<file path="src/rtl/alu_stage_pkg.sv">
// Shared definitions for the ALU operand stager: defaults, register roles and fill-state encoding.
package alu_stage_pkg;

    localparam int unsigned DW_DEFAULT   = 4;
    localparam int unsigned NREG_DEFAULT = 3;

    // Register roles in the default three-register configuration
    localparam int unsigned IDX_A  = 0;
    localparam int unsigned IDX_B  = 1;
    localparam int unsigned IDX_OP = 2;

    typedef enum logic [1:0] {
        ST_EMPTY   = 2'd0,
        ST_FILLING = 2'd1,
        ST_FULL    = 2'd2
    } stage_state_t;

    // State reached after an accepted load, given whether every register is then valid
    function automatic stage_state_t fill_state(input logic all_valid);
        return all_valid ? ST_FULL : ST_FILLING;
    endfunction

endpackage

</file>
<file path="src/rtl/alu_stage_prio_enc.sv">
// Lowest-index-wins one-hot select over the load request vector.
module alu_stage_prio_enc #(
    parameter int unsigned N = 3
) (
    input  logic [N-1:0] req,
    output logic [N-1:0] grant_c,
    output logic         any_c
);

    // Walk from the top down so the lowest set bit is the last writer
    always_comb begin
        grant_c = '0;
        for (int i = int'(N) - 1; i >= 0; i--) begin
            if (req[i]) begin
                grant_c    = '0;
                grant_c[i] = 1'b1;
            end
        end
    end

    assign any_c = |req;

endmodule

</file>
<file path="src/rtl/alu_operand_stager.sv">
// Operand/opcode staging registers between the microcode data bus and the ALU core,
// with per-register valid tracking, a fill FSM, a valid/ack issue handshake and bus readback.
module alu_operand_stager
    import alu_stage_pkg::*;
#(
    parameter  int unsigned DW   = DW_DEFAULT,
    parameter  int unsigned NREG = NREG_DEFAULT,
    localparam int unsigned SW   = $clog2(NREG)
) (
    input  logic               clk,
    input  logic               grst,
    input  logic               lrst,
    input  logic [NREG-1:0]    ld,
    input  logic [DW-1:0]      bus_in,
    output logic               ld_rdy,
    input  logic               rd_en,
    input  logic [SW-1:0]      rd_sel,
    output logic [DW-1:0]      bus_out,
    output logic               bus_oe,
    output logic [NREG*DW-1:0] op_flat,
    output logic [NREG-1:0]    vld,
    output logic               out_valid,
    input  logic               alu_ack,
    output logic               ovr
);

    stage_state_t      state;
    logic [NREG*DW-1:0] data_q;
    logic [NREG-1:0]   vld_q;
    logic              ld_rdy_q;
    logic              out_valid_q;
    logic              ovr_q;

    logic [NREG-1:0]   grant_c;
    logic              any_ld_c;
    logic [NREG-1:0]   vld_next_c;

    alu_stage_prio_enc #(
        .N (NREG)
    ) u_prio (
        .req     (ld),
        .grant_c (grant_c),
        .any_c   (any_ld_c)
    );

    assign vld_next_c = vld_q | grant_c;

    // Fill FSM with register array; handshake flags are registered alongside the state
    always_ff @(posedge clk) begin
        if (grst || lrst) begin
            state       <= ST_EMPTY;
            data_q      <= '0;
            vld_q       <= '0;
            ld_rdy_q    <= 1'b1;
            out_valid_q <= 1'b0;
            ovr_q       <= 1'b0;
        end else begin
            case (state)
                ST_EMPTY, ST_FILLING: begin
                    if (any_ld_c) begin
                        for (int i = 0; i < int'(NREG); i++) begin
                            if (grant_c[i]) begin
                                data_q[i*DW +: DW] <= bus_in;
                            end
                        end
                        vld_q <= vld_next_c;
                        state <= fill_state(&vld_next_c);
                        if (&vld_next_c) begin
                            ld_rdy_q    <= 1'b0;
                            out_valid_q <= 1'b1;
                        end
                    end
                end
                ST_FULL: begin
                    // Loads while full are dropped even in the ack cycle
                    if (any_ld_c) begin
                        ovr_q <= 1'b1;
                    end
                    if (alu_ack) begin
                        vld_q       <= '0;
                        state       <= ST_EMPTY;
                        ld_rdy_q    <= 1'b1;
                        out_valid_q <= 1'b0;
                    end
                end
                default: begin
                    state       <= ST_EMPTY;
                    vld_q       <= '0;
                    ld_rdy_q    <= 1'b1;
                    out_valid_q <= 1'b0;
                end
            endcase
        end
    end

    // Readback mux; out-of-range selects leave the bus undriven
    always_comb begin
        bus_out = '0;
        bus_oe  = rd_en && (32'(rd_sel) < NREG);
        if (bus_oe) begin
            for (int i = 0; i < int'(NREG); i++) begin
                if (rd_sel == SW'(i)) begin
                    bus_out = data_q[i*DW +: DW];
                end
            end
        end
    end

    assign op_flat   = data_q;
    assign vld       = vld_q;
    assign ld_rdy    = ld_rdy_q;
    assign out_valid = out_valid_q;
    assign ovr       = ovr_q;

endmodule

</file>
<file path="config.mk">
export PLATFORM = sky130hd
export DESIGN_NAME = alu_operand_stager
export DESIGN_NICKNAME = d
export VERILOG_FILES = /design/src/rtl/alu_stage_pkg.sv /design/src/rtl/alu_stage_prio_enc.sv /design/src/rtl/alu_operand_stager.sv
export SDC_FILE = /design/constraint.sdc
export NUM_CORES = 1
export LEC_CHECK = 0
export ABC_CLOCK_PERIOD_IN_PS = 1390
export CELL_PAD_IN_SITES_DETAIL_PLACEMENT = 0
export CELL_PAD_IN_SITES_GLOBAL_PLACEMENT = 1
export CORE_MARGIN = 5
export CORE_UTILIZATION = 30
export DETAILED_ROUTE_END_ITERATION = 12
export GPL_ROUTABILITY_DRIVEN = 0
export PLACE_DENSITY_LB_ADDON = 0.15
export SLEW_MARGIN = 10
export SYNTH_ARGS = -nofsm -noshare
export SYNTH_HDL_FRONTEND = slang
export SYNTH_SLANG_ARGS = --single-unit
export TNS_END_PERCENT = 100
</file>
<file path="constraint.sdc">
create_clock -name clk -period 1.39 [get_ports clk]
set_input_delay 0.2085 -clock clk [delete_from_list [all_inputs] [get_ports clk]]
set_output_delay 0.2085 -clock clk [all_outputs]
set_load 0.02 [all_outputs]
</file>
==> results.py <==
metrics = {
    "placed_design": {
        "place.port_buffers": 36,
        "postPlaceCellArea_um2": 1590,
        "dp_worst_setup_slack_ps": -680,
        "dp.final_hpwl_um": 2170,
    },
    "synth": {
        "synth_compound_area_share_pct": 15.2,
        "synth_simple_gate_area_share_pct": 21.4,
        "synth_area_leaders": "dfxtp_1 (41%), mux2i_1 (17%), nor2_1 (6.8%)",
        "seq_area_frac_synth_pct": 40.5,
        "synth_top_family_by_area": "simple AND/OR/NAND/NOR gates",
        "ys_dominant_reg_cell": "dfxtp_1",
        "yosys_warnings": 0,
        "synthAdderAreaFrac_pct": 0,
        "synth_top_cell_by_area": "dfxtp_1",
        "synthXorXnorAreaFrac_pct": 0,
        "synth_mux_area_share_pct": 17.2,
        "yosysUniqueCellTypes": 35,
        "post_synth_inst_count": 103,
        "netlist.area_leader.share_pct": 40.5,
        "synthesis.area_per_instance_um2": 9.60,
        "synth_enable_flop_cells": 0,
        "synth_area_um2": 988,
        "postSynth.asyncResetShare_pct": 0,
        "synthesis.nets": 117,
        "ys_seq_elements": 20,
    },
    "floorplanning": {
        "floorplan.io_pins": 37,
        "floorplan.rows": 20,
        "die-width_um": 67.4,
        "start_util_pct": 31.9,
        "die_height_um": 67.4,
        "placeableCoreArea_um2": 3100,
        "fp.dieArea_um2": 4540,
    },
    "global_routing": {
        "gr-total-overflow": 0,
        "via_count_of_the_first_global_routing_pass": 1050,
        "gr_util_met3_pct": 3.33,
        "grt_max_degree": 12,
        "globalRouteTotalUtil_pct": 13.8,
        "grt_first_pass_wirelength_um": 4750,
        "global_route.usage.met1_pct": 16.0,
        "grt-busiest-layer": "met2",
        "antenna_found_initial": 0,
        "met2_track_usage_gr_pct": 24.8,
    },
    "sta": {
        "final-setup-viol-count": 0,
        "fmax_ghz": 0.741,
        "max_slew_margin_pct": 77.8,
        "unrepaired_setup_endpoints_after_global_routing": "true",
        "period_minus_slack_ps": 1350,
        "post-route-worst-setup-slack_ps": 41.1,
        "worst-slew-pin-transition_ps": 331,
        "timing_max_transition_violations_final": 0,
        "fin_skew_ps": 3.35,
        "final.setup.tns_ps": 0,
        "fin_crit_sh_pct": 97.0,
        "report.final.hold_viol_count": 0,
    },
    "power_and_ir_drop": {
        "powerDensity_nw_per_um2": 713,
        "total_leakage_power_nw": 0.784,
        "design_power_total_mw": 1.17,
        "worst_ir_drop_vdd_mv": 0.372,
    },
    "setup_path": {
        "worst-path-max-fanout": 2,
        "timing.critical_path.to_type": "primary output",
        "critical_path_required_ps": 1180,
        "worst_path_largest_cell_delay_ps": 340,
        "worst_ep_arrival_time_ps": 1140,
        "worstPathCellList": "mux2i_1 -> o2bb2ai_1 -> and2_1 -> buf_6",
        "start_kind": "flip-flop",
        "worstSetupPathType": "reg2out",
        "timing.reg2reg.setup_slack_ps": 170,
        "cp_slowest_cell": "dfxtp_2",
    },
    "job": {
        "cap_violations": 0,
    },
    "cts": {
        "number_of_buffers_on_the_longest_clock_path": 2,
        "htree_levels": 1,
        "clkLatencyLatePin_ps": 300,
        "clkTransAtPathRegs_ps": 110,
        "cts.sink_count": 20,
        "root_buffer": "clkbuf_4",
        "numCtsBuffers": 3,
        "tritoncts": "yes",
    },
    "detailed_routing": {
        "detail_route.wirelength_um": 2800,
        "ant_nets": 0,
        "detail_route.first_pass.iterations": 6,
        "routed-via-count": 958,
        "wire_per_inst_um": 13.2,
        "remaining_drc_errors": 0,
        "drt_initial_violations": 28,
        "viasPerCell": 4.52,
    },
    "cells_and_area": {
        "area_growth_pct": 65.3,
        "num-fill-cells": 325,
        "drive_above_1_share_pct": 33.3,
        "nNetsFinal": 183,
        "antennaDiodeCount": 0,
        "postLayoutCoreUtil_pct": 52.7,
        "final_design_area_no_fill_um2": 1630,
    },
    "status": {
        "run_status": "finished, final reports clean",
    },
    "worst_hold_path": {
        "hold_class": "in2reg",
    },
}
[sequential cells by signal, indices dropped and copies added (netlist names)]
| register | cells |
|---|---|
| op_flat | 12 |
| vld | 3 |
| state | 2 |
| ld_rdy | 1 |
| out_valid | 1 |
| ovr | 1 |
[where the power goes]
group | internal, mW | switching (mW) | leakage (nW)
sequential | 0.587 | 0.00887 | 0.166
clock | 0.160 | 0.178 | 0.0210
combinational | 0.127 | 0.104 | 0.597
total | 0.874 | 0.291 | 0.784
[area by class of cell]
type | instances | area, µm² | share of cell area, %
timing repair buffer | 68 | 582 | 35.6
multi-input combinational | 73 | 539 | 33.0
sequential | 20 | 410 | 25.1
tap | 44 | 55.1 | 3.37
clock buffer | 4 | 36.3 | 2.22
inverter | 3 | 11.3 | 0.689
[synthesized netlist by cell type (2+ instances only)]
| cell | n |
|---|---|
| a21oi_1 | 3 |
| a2bb2oi_1 | 2 |
| and2_1 | 4 |
| buf_6 | 2 |
| clkbuf_1 | 3 |
| dfxtp_1 | 20 |
| inv_1 | 3 |
| mux2i_1 | 17 |
| nand2_1 | 2 |
| nor2_1 | 18 |
| o211ai_1 | 2 |
| o2bb2ai_1 | 4 |
[placed cells by master (no fill, tap or decap), drive strengths merged, types with 2 or more instances in the layout]
master	synthesis	final
nor2	18	18
dlygate4sd2	0	18
nor3b	2	2
clkdlybuf4s50	0	10
o2bb2ai	4	4
clkdlybuf4s15	0	2
nand2	2	2
dfxtp	20	20
buf	4	37
a21oi	3	3
o211ai	2	2
and2	4	4
clkbuf	3	4
a2bb2oi	2	2
inv	3	3
mux2i	17	17
[path summary, 6_finish.rpt]
check | endpoint | cells past startpoint | from
worst min-delay path | vld[0]$_SDFFE_PP0P_ | 4 | ld[0]
worst max-delay path | bus_out[0] | 4 | op_flat[4]$_SDFFE_PP0P_
worst min register to register | ovr$_SDFFE_PP0P_ | 2 | ovr$_SDFFE_PP0P_
worst max register to register | op_flat[9]$_SDFFE_PP0P_ | 4 | state[1]$_SDFFE_PP0P_
[metrics by stage]
stage	cells	hold WS, ps
floorplan	103	333
global route	212	519
finish	212	466
global placement	207	448
CTS	212	495
detailed placement	207	471
[repair_timing]
| item | 4_1_cts | 5_1_grt |
|---|---|---|
| pin swaps | 1 | 6 |
| buffers inserted | 1 | 0 |
| hold buffers | 0 | 0 |
| endpoints found under the setup margin | 23 | 12 |
| gates resized for setup | 48 | 15 |
[metal layers]
| layer | vias up | wire [µm] |
|---|---|---|
| met1 | 441 | 1210 |
| met4 | 0 | 19 |
| met5 | - | 0 |
| li1 | 493 | - |
| met2 | 22 | 1450 |
| met3 | 2 | 120 |
[kinds of logic (layout without fill, tap and decap cells)]
family                 Yosys count  count (layout)
AOI/OAI and AO/OA               20              20
buffers and inverters           10              75
DFF                             20              20
muxes                           17              17
and+or+nand+nor                 36              36
[critical path, delay by kind of cell (launching register included)]
kind	cells	cell delay [ps]
AND/OR/NAND/NOR	1	160
AO/OA/AOI/OAI	1	70
buffers and inverters	1	130
flip-flops	1	340
multiplexers	1	150
Note: power is estimated with default switching activity, not from simulation.
